<file path="config.mk">
export PLATFORM = sky130hd
export DESIGN_NAME = customized_ieee_to_fixed_seq
export DESIGN_NICKNAME = d
export VERILOG_FILES = /design/src/rtl/customized_ieee_to_fixed_seq_pkg.sv /design/src/rtl/customized_ieee_to_fixed_seq_classify.sv /design/src/rtl/customized_ieee_to_fixed_seq.sv
export SDC_FILE = /design/constraint.sdc
export NUM_CORES = 1
export LEC_CHECK = 0
export ABC_AREA = 0
export CORE_UTILIZATION = 56
export CTS_BUF_LIST = sky130_fd_sc_hd__clkbuf_16
export CTS_CLUSTER_SIZE = 40
export DETAILED_ROUTE_END_ITERATION = 12
export GPL_ROUTABILITY_DRIVEN = 0
export PLACE_DENSITY = 0.82
export SLEW_MARGIN = 20
export SYNTH_ARGS = -nofsm -noshare
export SYNTH_HDL_FRONTEND = slang
export SYNTH_SLANG_ARGS = --single-unit
</file>
<file path="constraint.sdc">
create_clock -name clk -period 3.8 [get_ports clk]
set_input_delay 0.38 -clock clk [delete_from_list [all_inputs] [get_ports clk]]
set_output_delay 0.38 -clock clk [all_outputs]
set_load 0.05 [all_outputs]
</file>
<file path="src/rtl/customized_ieee_to_fixed_seq_pkg.sv">
// Shared definitions for the customized IEEE-to-fixed-point decoder.
// Holds the exponent field geometry, the exponent bias and the FSM state
// encoding used by the top-level sequencer.
package customized_ieee_to_fixed_seq_pkg;

    localparam int EXP_W    = 8;    // exponent field width
    localparam int EXP_BIAS = 127;  // exponent bias
    localparam int SEXP_W   = 9;    // width of the unbiased signed exponent k

    typedef enum logic [1:0] {
        ST_IDLE  = 2'd0,
        ST_SHIFT = 2'd1,
        ST_DONE  = 2'd2
    } state_t;

endpackage

</file>
<file path="src/rtl/customized_ieee_to_fixed_seq_classify.sv">
// ieee_field_classify: purely combinational field splitter and classifier.
// Ports:
//   ieee_val   - {sign, exp[7:0], mantissa} input word
//   sign       - sign bit
//   mantissa   - raw mantissa field (hidden 1 not included)
//   is_zero    - result is zero (exp==0 flush, or value below 2^-fra_len)
//   is_ovf     - result saturates (exp==255, or k >= int_len)
//   shift_left - direction of the iterative shift (k >= 0)
//   shift_cnt  - |k|, number of 1-bit shifts needed
module ieee_field_classify
    import customized_ieee_to_fixed_seq_pkg::*;
#(
    parameter int montissa_len = 23,
    parameter int int_len      = 32,
    parameter int fra_len      = 32
) (
    input  logic [montissa_len+8:0] ieee_val,
    output logic                    sign,
    output logic [montissa_len-1:0] mantissa,
    output logic                    is_zero,
    output logic                    is_ovf,
    output logic                    shift_left,
    output logic [SEXP_W-1:0]       shift_cnt
);

    logic [EXP_W-1:0]         exp_f;
    logic signed [SEXP_W-1:0] k;
    int                       k_int;

    assign sign     = ieee_val[montissa_len+8];
    assign exp_f    = ieee_val[montissa_len+7 -: EXP_W];
    assign mantissa = ieee_val[montissa_len-1:0];

    // k = exp - bias in 9-bit two's complement; range -127..128.
    assign k     = $signed({1'b0, exp_f}) - $signed(SEXP_W'(EXP_BIAS));
    assign k_int = int'(k);

    always_comb begin
        is_ovf     = (exp_f == {EXP_W{1'b1}}) || (k_int >= int_len);
        // Overflow takes priority so exp==255 never reads as zero.
        is_zero    = !is_ovf && ((exp_f == '0) || (-k_int > fra_len));
        shift_left = !k[SEXP_W-1];
        shift_cnt  = k[SEXP_W-1] ? SEXP_W'(-k) : SEXP_W'(k);
    end

endmodule

</file>
<file path="src/rtl/customized_ieee_to_fixed_seq.sv">
// customized_ieee_to_fixed_seq: converts a customized IEEE-style float into
// sign-magnitude fixed point using one 1-bit shift per cycle.
// Ports:
//   clk, rst    - clock, asynchronous active-high reset
//   in_valid    - ieee_val is valid
//   in_ready    - block can accept an input (IDLE only)
//   ieee_val    - {sign, exp[7:0], mantissa}
//   out_valid   - result valid, held until out_ready
//   out_ready   - consumer accepts the result
//   o_integer   - integer magnitude
//   o_fraction  - fraction magnitude, LSB weight 2^-fra_len
//   o_sign      - sign copied from ieee_val
//   o_overflow  - saturation occurred
// Handshake: a transfer happens on a rising edge where valid and ready are
// both high; valid never drops before the transfer and the payload is held
// stable while valid is high and ready is low.
module customized_ieee_to_fixed_seq
    import customized_ieee_to_fixed_seq_pkg::*;
#(
    parameter int montissa_len = 23,
    parameter int int_len      = 32,
    parameter int fra_len      = 32
) (
    input  logic                    clk,
    input  logic                    rst,
    input  logic                    in_valid,
    output logic                    in_ready,
    input  logic [montissa_len+8:0] ieee_val,
    output logic                    out_valid,
    input  logic                    out_ready,
    output logic [int_len-1:0]      o_integer,
    output logic [fra_len-1:0]      o_fraction,
    output logic                    o_sign,
    output logic                    o_overflow
);

    localparam int AW = int_len + fra_len;

    if (fra_len < montissa_len) begin : g_bad_fra_len
        $error("fra_len must be >= montissa_len");
    end

    logic                    c_sign;
    logic [montissa_len-1:0] c_mant;
    logic                    c_zero;
    logic                    c_ovf;
    logic                    c_left;
    logic [SEXP_W-1:0]       c_cnt;

    ieee_field_classify #(
        .montissa_len(montissa_len),
        .int_len     (int_len),
        .fra_len     (fra_len)
    ) u_classify (
        .ieee_val  (ieee_val),
        .sign      (c_sign),
        .mantissa  (c_mant),
        .is_zero   (c_zero),
        .is_ovf    (c_ovf),
        .shift_left(c_left),
        .shift_cnt (c_cnt)
    );

    state_t            state;
    logic [AW-1:0]     acc;
    logic [SEXP_W-1:0] cnt;
    logic              dir_left;
    logic [AW-1:0]     load_val;

    // Place the hidden 1 at bit fra_len, i.e. the value 1.m exactly.
    assign load_val = AW'({1'b1, c_mant}) << (fra_len - montissa_len);

    always_ff @(posedge clk or posedge rst) begin
        if (rst) begin
            state      <= ST_IDLE;
            acc        <= '0;
            cnt        <= '0;
            dir_left   <= 1'b0;
            in_ready   <= 1'b1;
            out_valid  <= 1'b0;
            o_sign     <= 1'b0;
            o_overflow <= 1'b0;
        end else begin
            case (state)
                ST_IDLE: begin
                    if (in_valid) begin
                        o_sign   <= c_sign;
                        dir_left <= c_left;
                        in_ready <= 1'b0;
                        if (c_ovf) begin
                            acc        <= '1;
                            cnt        <= '0;
                            o_overflow <= 1'b1;
                            out_valid  <= 1'b1;
                            state      <= ST_DONE;
                        end else if (c_zero) begin
                            acc        <= '0;
                            cnt        <= '0;
                            o_overflow <= 1'b0;
                            out_valid  <= 1'b1;
                            state      <= ST_DONE;
                        end else begin
                            acc        <= load_val;
                            cnt        <= c_cnt;
                            o_overflow <= 1'b0;
                            if (c_cnt == '0) begin
                                out_valid <= 1'b1;
                                state     <= ST_DONE;
                            end else begin
                                state <= ST_SHIFT;
                            end
                        end
                    end
                end
                ST_SHIFT: begin
                    // Right shifts drop low bits: truncation toward zero.
                    acc <= dir_left ? (acc << 1) : (acc >> 1);
                    cnt <= cnt - 1'b1;
                    if (cnt == SEXP_W'(1)) begin
                        out_valid <= 1'b1;
                        state     <= ST_DONE;
                    end
                end
                ST_DONE: begin
                    if (out_ready) begin
                        out_valid <= 1'b0;
                        in_ready  <= 1'b1;
                        state     <= ST_IDLE;
                    end
                end
                default: begin
                    out_valid <= 1'b0;
                    in_ready  <= 1'b1;
                    state     <= ST_IDLE;
                end
            endcase
        end
    end

    assign o_integer  = acc[AW-1:fra_len];
    assign o_fraction = acc[fra_len-1:0];

endmodule
</file>
==> impl_metrics.env, run 1 <==
export IMPL_yosys_area_share_simple_pct=17.9
export IMPL_start_util_pct=58.5
export IMPL_yosysMostFrequentCell="nor2_1"
export IMPL_synthAdderAreaFrac_pct=3.40
export IMPL_hold_viol_final=0
export IMPL_critical_path_top_delay_family="simple AND/OR/NAND/NOR gates"
export IMPL_cts_max_path_buffers=2
export IMPL_grt_use_total_pct=30.6
export IMPL_core_area_um2=8810
export IMPL_combPwrFrac_pct=57.7
export IMPL_layout_drive_gt1_share_pct=19.4
export IMPL_ys_warn_count=0
export IMPL_pwr_share_seq_pct=28.0
export IMPL_fp_dieW_um=97.9
export IMPL_required_ns=4.06
export IMPL_io_pins=104
export IMPL_ys_flop_type="dfrtp_1"
export IMPL_cp_max_fo=7
export IMPL_cellPowerDensity_nw_per_um2=919
export IMPL_grt_antenna_before_repair=0
export IMPL_io_buffers=103
export IMPL_final_setup_viol_count=0
export IMPL_nets=716
export IMPL_tightest_slew_ns=1.00
export IMPL_placed_area_um2=6520
export IMPL_drc=12
export IMPL_worstPathCellList="dlygate4sd2_1 -> and3_2 -> or3_4 -> a31oi_4 -> or2b_1 -> ha_1 -> or4b_4 -> nor4_4 -> and3_1 -> a31o_2 -> o21ai_2 -> nor3_4 -> buf_6 -> buf_16 -> a221oi_1 -> nor2_1"
export IMPL_grt_pass1_vias=4780
export IMPL_critPathMaxStageDelay_ns=0.47
export IMPL_synth_seq_cells=80
export IMPL_die_h_um=97.9
export IMPL_slew_violations=0
export IMPL_diodes=0
export IMPL_fp_row_count=34
export IMPL_tns_ns=0
export IMPL_switching_share_pct=48.7
export IMPL_synth_compound_area_share_pct=19.5
export IMPL_violations="DRC"
export IMPL_insertion_delay_ns=0.34
export IMPL_p_leak_nw=3.01
export IMPL_cp_start_kind="input pin"
export IMPL_synth_top_area_share_pct=38.4
export IMPL_yosysSeqAreaShare_pct=38.9
export IMPL_intPower_w=0.00333
export IMPL_maxCapViolations=0
export IMPL_fp_dieArea_um2=9580
export IMPL_fin_crit_sh_pct=96.5
export IMPL_syn_to_final_growth_pct=37.5
export IMPL_synth_xor_area_share_pct=2.38
export IMPL_yosysTopAreaCell="dfrtp_1"
export IMPL_avgSynthCellArea_um2=9.48
export IMPL_synthesis_area_um2=5150
export IMPL_finalInstanceArea_um2=7080
export IMPL_ant_nets=0
export IMPL_synth_top_family_by_area="compound AO/OA/AOI/OAI gates"
export IMPL_yosys_top_cells_area="dfrtp_1, mux2i_1, nor2_1"
export IMPL_cts_root_buf="clkbuf_16"
export IMPL_gr_total_overflow=0
export IMPL_postCtsHoldBufs=0
export IMPL_slowest_stage="or4b_4"
export IMPL_ys_top_cells_by_count="nor2_1, dfrtp_1, mux2i_1, o22a_1, clkbuf_1"
export IMPL_grt_max_degree=70
export IMPL_wire_per_inst_um=18.3
export IMPL_syn_instance_count=543
export IMPL_synthArstFlopShare_pct=100
export IMPL_hold_path_class="input pin to asynchronous set/reset pin"
export IMPL_cts_made_buffers=9
export IMPL_grt_pass1_wl_um=23800
export IMPL_path_buf_inv=3
export IMPL_clock_skew_ns=0.0101
export IMPL_slew_headroom_pct=33.3
export IMPL_worst_setup_path_type="input pin to flip-flop"
export IMPL_dp_hpwl_um=9350
export IMPL_synth_cell_types=61
export IMPL_pwr_share_clk_pct=14.3
export IMPL_clk_pin_slew_ns=0.06
export IMPL_max_freq_ghz=0.273
export IMPL_period_minus_slack_ns=3.67
export IMPL_multiInputGateArea_um2=3080
export IMPL_status="finished with violations"
export IMPL_wirelength_um=14200
export IMPL_cp_arrival_ns=3.92
export IMPL_cts_sinks=80
export IMPL_synth_edf_count=0
export IMPL_cts_tree="done"
export IMPL_ir_worst_vdd_mv=0.638
export IMPL_drt_iter0_markers=393
export IMPL_nFillCells=560
export IMPL_drt_pass1_iter_count=10
export IMPL_regArea_um2=2000
export IMPL_muxShareOfSynthArea_pct=13.2
export IMPL_p_switching_w=0.00317
export IMPL_end_kind="flip-flop"
export IMPL_cts_htree_levels=3
export IMPL_via_per_inst=6.14
export IMPL_num_vias=4786
export IMPL_synth_nets=593
-- cell type report --
cell class / count / area share [%]
Multi-Input combinational cell: 407 / 43.5
Sequential cell: 80 / 28.3
Timing Repair Buffer: 158 / 21.2
Clock buffer: 9 / 3.18
Tap cell: 108 / 1.91
Clock inverter: 7 / 1.34
Inverter: 10 / 0.548
-- flip-flops by register name (all words and copies together) (netlist names) --
name,flops
o_overflow,1
in_ready,1
dir_left,1
o_sign,1
cnt,9
out_valid,1
acc,64
state,2
-- through the flow --
stage	total power (W)	utilization (%)	hold slack, ns	setup WS, ns	cells
3_3_place_gp	0.00538	74.0	0.489	-0.406	754
6_report	0.00650	80.3	0.472	0.132	779
2_1_floorplan	0.00433	-	0.480	0.0317	543
4_1_cts	0.00648	79.1	0.494	0.00221	775
3_5_place_dp	0.00550	74.0	0.481	-0.602	754
5_1_grt	0.00681	80.3	0.533	-0.0250	779
-- power groups by stage --
stage / clock network [W] / registers [W] / logic [W]
after global placement: 0 / 0.00178 / 0.00360
after detailed placement: 0 / 0.00182 / 0.00368
after global routing: 0.000982 / 0.00189 / 0.00394
after floorplan: 0 / 0.00290 / 0.00142
final: 0.000927 / 0.00182 / 0.00375
after CTS: 0.000939 / 0.00181 / 0.00373
-- path summary, 6_finish.rpt --
check                                       from                     to  slack, ns  depth (start not counted)
setup / recovery                    ieee_val[25]    acc[27]$_DFFE_PP0P_       0.13                         16
hold / removal                               rst    acc[40]$_DFFE_PP0P_       0.47                          2
setup reg to reg            state[0]$_DFFE_PP0P_     cnt[3]$_DFFE_PP0P_       1.53                          6
hold reg to reg            out_valid$_DFFE_PP0P_  out_valid$_DFFE_PP0P_       0.53                          1
max in group asynchronous                    rst     cnt[3]$_DFFE_PP0P_       2.56                          3
min in group clk                    ieee_val[23]     cnt[0]$_DFFE_PP0P_       0.52                          3
-- placed cells by master (no fill, tap or decap), types with 3 or more instances in the layout --
| master | n |
|---|---|
| dlymetal6s2s_1 | 5 |
| nand2b_1 | 8 |
| or2b_1 | 4 |
| a22oi_1 | 5 |
| nand2_1 | 19 |
| nor2_1 | 103 |
| a221oi_1 | 24 |
| nor2b_1 | 4 |
| nor3_1 | 5 |
| ha_1 | 12 |
| dfrtp_1 | 78 |
| mux2_2 | 24 |
| nand3_2 | 3 |
| o21ai_1 | 6 |
| nor4_1 | 3 |
| inv_1 | 9 |
| a21oi_1 | 8 |
| xor2_1 | 4 |
| buf_6 | 5 |
| or3_1 | 3 |
| a311o_1 | 4 |
| buf_4 | 48 |
| xnor2_1 | 10 |
| nand4b_1 | 4 |
| and4_1 | 3 |
| nand4_1 | 4 |
| clkdlybuf4s50_1 | 95 |
| clkbuf_16 | 10 |
| mux2i_1 | 41 |
| o21ai_0 | 11 |
| o21a_1 | 3 |
| nand3_1 | 4 |
| o221ai_2 | 3 |
| o22a_1 | 39 |
-- layer usage --
metal	global-route usage, %	vias up	share of wire [%]
li1	-	2256	-
met1	40.0	2331	42
met2	51.5	175	51
met3	5.30	24	5.6
met4	10.4	0	1.8
met5	0	-	0
-- timing repair --
item / 4_1_cts / 5_1_grt
endpoints found under the setup margin: 36 / 35
endpoints found under the hold margin: 0 / 0
resized for setup: 18 / 23
buffers inserted: 4 / 4
gates cloned: 1 / 1
pin swaps: 8 / 12
-- logic make-up after synthesis --
family / after synthesis
simple gates: 188
compound gates: 126
flops: 80
mux: 65
buf+inv: 56
xor+xnor: 14
fa+ha+maj: 14
-- worst register-to-register path, cell delays in order, from the launching register on --
cell	delay [ns]
dfrtp_1	0.62
nor2_1	0.17
nor2_4	0.14
buf_4	0.60
o21ai_0	0.27
a22oi_1	0.26
o21ai_1	0.09
Note: power is estimated with default switching activity, not from simulation.
==> run 2, diff against run 1 <==
Settings changed: SETUP_SLACK_MARGIN set to 0.2.
==> run 2 against run 1 <==
Against the previous run: the flow still finishes with violations (DRC); wire length up 7.7%; via count is 3.5% higher; flip-flop and latch count did not move; combinational power about the same; power grew 2.1%; hold slack better by 0.021 ns; critical path depth is 3 higher; clock power is 4.0% higher; final area increased by 3.6%; clock skew about the same; global-route usage decreased by 0.38 points; first-iteration DRC count is 13% lower; largest cell class unchanged.
==> impl_metrics.env, run 2 (same netlist as run 1, synthesis figures left out) <==
export IMPL_postCtsHoldBufs=0
export IMPL_hold_viol_final=0
export IMPL_io_buffers=103
export IMPL_wirelength_um=15300
export IMPL_start_util_pct=58.5
export IMPL_required_ns=4.04
export IMPL_dp_hpwl_um=9170
export IMPL_cp_arrival_ns=3.82
export IMPL_diodes=0
export IMPL_r2r_end="acc[28]$_DFFE_PP0P_"
export IMPL_rr_worst_depth=6
export IMPL_clk_pin_slew_ns=0.07
export IMPL_grt_antenna_before_repair=0
export IMPL_end_kind="flip-flop"
export IMPL_drt_iter0_markers=342
export IMPL_slew_headroom_pct=33.2
export IMPL_drt_pass1_iter_count=9
export IMPL_die_h_um=97.9
export IMPL_slew_violations=0
export IMPL_fp_dieArea_um2=9580
export IMPL_use_met2_pct=52.7
export IMPL_status="finished with violations"
export IMPL_ff2ff_setup_slack_ns=1.32
export IMPL_drc=12
export IMPL_cp_max_fo=7
export IMPL_cts_tree="done"
export IMPL_final_setup_viol_count=0
export IMPL_final_common_cell="nor2_1"
export IMPL_ir_worst_vdd_mv=0.700
export IMPL_violations="DRC"
export IMPL_worst_hold_slack_ns=0.493
export IMPL_top_register="acc"
export IMPL_largest_register_ffs=64
export IMPL_power_w=0.00664
export IMPL_ant_nets=0
export IMPL_cts_sinks=80
export IMPL_syn_to_final_growth_pct=42.4
export IMPL_grt_use_total_pct=30.2
export IMPL_io_pins=104
export IMPL_p_leak_nw=3.07
export IMPL_grt_pass1_vias=4789
export IMPL_cts_max_path_buffers=2
export IMPL_met3_usage_pct=3.58
export IMPL_cts_made_buffers=9
export IMPL_period_minus_slack_ns=3.58
export IMPL_top_regs="acc x64, cnt x9, state x2"
export IMPL_wire_per_inst_um=19.6
export IMPL_cp_start_kind="input pin"
export IMPL_fin_crit_sh_pct=94.2
export IMPL_insertion_delay_ns=0.34
export IMPL_cellPowerDensity_nw_per_um2=906
export IMPL_rsz0062_at_grt="yes"
export IMPL_num_vias=4955
export IMPL_grt_busiest_layer="met2"
export IMPL_max_freq_ghz=0.279
export IMPL_grt_max_degree=70
export IMPL_worst_setup_path_type="input pin to flip-flop"
export IMPL_nets=718
export IMPL_fp_dieW_um=97.9
export IMPL_cts_root_buf="clkbuf_16"
export IMPL_cts_htree_levels=3
export IMPL_layout_drive_gt1_share_pct=24.1
export IMPL_gr_total_overflow=0
export IMPL_final_cell_mix="nor2_1, clkdlybuf4s50_1, dfrtp_1"
export IMPL_via_per_inst=6.34
export IMPL_clock_skew_ns=0.00998
export IMPL_grt_pass1_wl_um=23500
export IMPL_reg2reg_from="state[0]$_DFFE_PP0P_"
export IMPL_fp_row_count=34
export IMPL_hold_path_class="input pin to asynchronous set/reset pin"
export IMPL_tightest_slew_ns=1.00
export IMPL_grt_met1_usage_pct=38.7
export IMPL_core_area_um2=8810
export IMPL_maxCapViolations=0
## run 2: critical path, cell delays in order
cell,delay [ns]
buf_12,0.11
buf_4,0.13
inv_2,0.06
ha_4,0.21
nor2b_4,0.13
o21ai_4,0.08
a31oi_4,0.22
or2b_1,0.29
ha_1,0.28
or4b_4,0.46
nor4_4,0.27
and3_1,0.20
a31o_2,0.16
o21ai_2,0.08
nor3_4,0.16
buf_12,0.14
buf_12,0.12
a221oi_1,0.09
nor2_1,0.23
## run 2: how the worst max path moves through the flow
stage,startpoint,to,slack (ns),depth (start not counted)
global placement,ieee_val[23],cnt[8]$_DFFE_PP0P_,-0.46,16
global route,ieee_val[23],cnt[8]$_DFFE_PP0P_,0.1,19
finish,ieee_val[23],acc[10]$_DFFE_PP0P_,0.22,19
detailed placement,ieee_val[23],cnt[4]$_DFFE_PP0P_,-0.65,17
floorplan,ieee_val[24],cnt[1]$_DFFE_PP0P_,0.08,16
CTS,ieee_val[27],cnt[8]$_DFFE_PP0P_,0.20,15
## run 2: stage by stage
stage	utilization [%]	setup TNS [ns]	std cells	setup slack [ns]	area [um^2]
after floorplan	-	0	543	0.0789	5230
after global placement	74.4	-14.43	750	-0.456	6560
after detailed placement	74.4	-20.56	750	-0.653	6560
after CTS	80.4	0	772	0.201	7080
after global routing	83.2	0	781	0.0999	7330
final	83.2	0	781	0.220	7330
## run 2: what timing repair did
item | CTS | global route
pin swaps | 13 | 34
setup endpoints to repair | 36 | 33
gates cloned | 1 | 2
buffers inserted | 5 | 7
gates resized for setup | 49 | 43
hold endpoints to repair | 0 | 0
## run 2: power by group
| group | leakage, nW | total [W] | switching, W | internal, W |
|---|---|---|---|---|
| Clock | 0.162 | 0.000964 | 0.000379 | 0.000585 |
| Sequential | 0.922 | 0.00191 | 0.000636 | 0.00127 |
| Combinational | 1.98 | 0.00377 | 0.00225 | 0.00152 |
## run 2: layer usage
layer / wire length [um] / vias to the layer above
met4: 436 / 0
met3: 764 / 43
met2: 7840 / 191
li1: - / 2255
met1: 6270 / 2466
met5: 0 / -
## run 2: cell type report
type                       count  area, um^2
clock buffer                   9         225
clock inverter                 7         103
fill                         498        1480
inverter                      10        38.8
multi-input combinational    407        3240
sequential                    80        2010
tap                          108         135
timing repair buffer         160        1580
==> run 3, diff against run 2 <==
Settings changed: CORE_UTILIZATION 56 to 40, PLACE_DENSITY 0.82 to 0.61.
==> run 3 against run 2 <==
Against the previous run: the flow now finishes without violations; core utilization shrank 26 points; worst setup slack better by 0.015 ns; critical endpoint is now acc[12]$_DFFE_PP0P_; non-clock buffer count fell by 1; via count decreased by 5.7%; largest power group unchanged; critical path type unchanged; final area is 1.2% lower; register-to-register slack better by 0.07 ns; count of clock-buffer cells in the layout stayed put; clock power is 23% lower.
==> impl_metrics.env, run 3 (same netlist as run 1, synthesis figures left out) <==
export IMPL_grt_pass1_wl_um=22600
export IMPL_ir_worst_vdd_mv=0.403
export IMPL_met2_length_um=6960
export IMPL_drc=0
export IMPL_rsz0062_at_grt="yes"
export IMPL_fp_dieArea_um2=13300
export IMPL_end_kind="flip-flop"
export IMPL_status="complete, no violations"
export IMPL_met1Wirelength_um=6310
export IMPL_hold_viol_final=0
export IMPL_wl_met3_um=423
export IMPL_num_vias=4673
export IMPL_worst_hold_slack_ns=0.397
export IMPL_cts_sinks=80
export IMPL_slew_violations=0
export IMPL_rr_worst_depth=6
export IMPL_largest_register_ffs=64
export IMPL_layout_drive_gt1_share_pct=22.1
export IMPL_power_w=0.00629
export IMPL_io_pins=104
export IMPL_postCtsHoldBufs=0
export IMPL_top_register="acc"
export IMPL_cts_htree_levels=3
export IMPL_core_area_um2=12600
export IMPL_switching_share_pct=49.0
export IMPL_wirelength_um=14000
export IMPL_cp_start_kind="input pin"
export IMPL_gr_total_overflow=0
export IMPL_start_util_pct=41.0
export IMPL_p_switching_w=0.00309
export IMPL_max_freq_ghz=0.281
export IMPL_cts_made_buffers=9
export IMPL_tns_ns=0
export IMPL_maxCapViolations=0
export IMPL_cts_root_buf="clkbuf_16"
export IMPL_grt_antenna_before_repair=0
export IMPL_grt_use_total_pct=21.2
export IMPL_cts_tree="done"
export IMPL_clk_pin_slew_ns=0.06
export IMPL_cellPowerDensity_nw_per_um2=869
export IMPL_drt_pass1_iter_count=4
export IMPL_ff2ff_setup_slack_ns=1.39
export IMPL_p_leak_nw=3.04
export IMPL_insertion_delay_ns=0.33
export IMPL_clock_skew_ns=0.00697
export IMPL_final_common_cell="nor2_1"
export IMPL_diodes=0
export IMPL_dp_hpwl_um=9300
export IMPL_hold_path_class="input pin to asynchronous set/reset pin"
export IMPL_intPower_w=0.00321
export IMPL_wire_per_inst_um=16.6
export IMPL_period_minus_slack_ns=3.56
export IMPL_via_per_inst=5.55
export IMPL_fin_crit_sh_pct=93.8
export IMPL_cp_arrival_ns=3.82
export IMPL_top_regs="acc x64, cnt x9, state x2"
export IMPL_grt_pass1_vias=4449
export IMPL_pwr_share_clk_pct=11.8
export IMPL_fp_dieW_um=115
export IMPL_ant_nets=0
export IMPL_final_cell_mix="nor2_1, clkdlybuf4s50_1, dfrtp_1"
export IMPL_highest_layer="met4"
export IMPL_syn_to_final_growth_pct=40.8
export IMPL_worst_setup_path_type="input pin to flip-flop"
export IMPL_fp_row_count=41
export IMPL_combPwrFrac_pct=58.0
export IMPL_slew_headroom_pct=32.1
export IMPL_nets=717
export IMPL_cts_max_path_buffers=2
export IMPL_grt_max_degree=66
export IMPL_io_buffers=103
export IMPL_drt_iter0_markers=375
export IMPL_tightest_slew_ns=1.02
export IMPL_pwr_share_seq_pct=30.2
export IMPL_final_setup_viol_count=0
export IMPL_required_ns=4.06
export IMPL_cp_max_fo=6
export IMPL_nFillCells=1122
export IMPL_die_h_um=115
==> run 3: changes by cell type in the layout (fill, tap and decap cells not counted), sizes merged <==
| cell | delta |
|---|---|
| buf | -1 |
| bufinv | -2 |
| dlymetal6s2s | +3 |
| clkbuf | -1 |
| dlygate4sd2 | -2 |
==> run 3: worst max-delay path: stages <==
cell,delay (ns)
buf_8,0.11
buf_6,0.11
and3_4,0.18
or3_4,0.34
a31oi_4,0.23
or2b_1,0.26
ha_1,0.26
or4b_4,0.46
nor4_4,0.29
nand3_1,0.10
mux2i_1,0.27
o21ai_4,0.11
nor3_4,0.16
buf_6,0.18
clkbuf_16,0.16
a221oi_1,0.08
nor2_1,0.13
==> run 3: cell type report <==
type	instances	area (um^2)	area share, %
repair buffers	159	1560	21.5
well taps	172	215	2.97
clock buffers	9	225	3.11
multi-input cells	407	3180	43.9
inverters	10	38.8	0.535
clock inverters	5	20.0	0.276
flip-flops and latches	80	2010	27.7
==> run 3: layer usage <==
metal  vias to the layer above  GRT usage, %
met3                        19          2.25
met2                       105          35.4
met1                      2296          28.3
met4                         0          8.40
li1                       2253             -
met5                         -             0
==> run 3: final timing paths <==
kind | startpoint | endpoint
setup / recovery | ieee_val[23] | acc[12]$_DFFE_PP0P_
hold / removal | rst | acc[40]$_DFFE_PP0P_
setup reg to reg | state[0]$_DFFE_PP0P_ | cnt[3]$_DFFE_PP0P_
hold reg to reg | o_sign$_DFFE_PP0P_ | o_sign$_DFFE_PP0P_
max in group asynchronous | rst | in_ready$_DFFE_PP1P_
min in group clk | o_sign$_DFFE_PP0P_ | o_sign$_DFFE_PP0P_
==> run 3: stage by stage <==
| stage | area (um^2) | std cells | worst slack [ns] | utilization [%] |
|---|---|---|---|---|
| after floorplan | 5230 | 543 | 0.0789 | - |
| after global placement | 6640 | 815 | -0.382 | 52.9 |
| after detailed placement | 6640 | 815 | -0.517 | 52.9 |
| after CTS | 7010 | 834 | 0.189 | 55.8 |
| after global routing | 7250 | 842 | 0.0626 | 57.7 |
| final | 7250 | 842 | 0.235 | 57.7 |
==> run 3: power by group through the flow <==
stage	clock network, W	logic (W)	registers, W
6_report	0.000742	0.00365	0.00190
5_1_grt	0.000795	0.00386	0.00198
4_1_cts	0.000757	0.00363	0.00191
3_5_place_dp	0	0.00360	0.00192
3_3_place_gp	0	0.00356	0.00190
2_1_floorplan	0	0.00144	0.00290
==> run 3: what timing repair did <==
item                       in CTS  in global routing
pin swaps                      10                 23
gates cloned                    1                  2
setup buffers                   4                  6
setup endpoints to repair      36                 35
resized for setup              25                 47
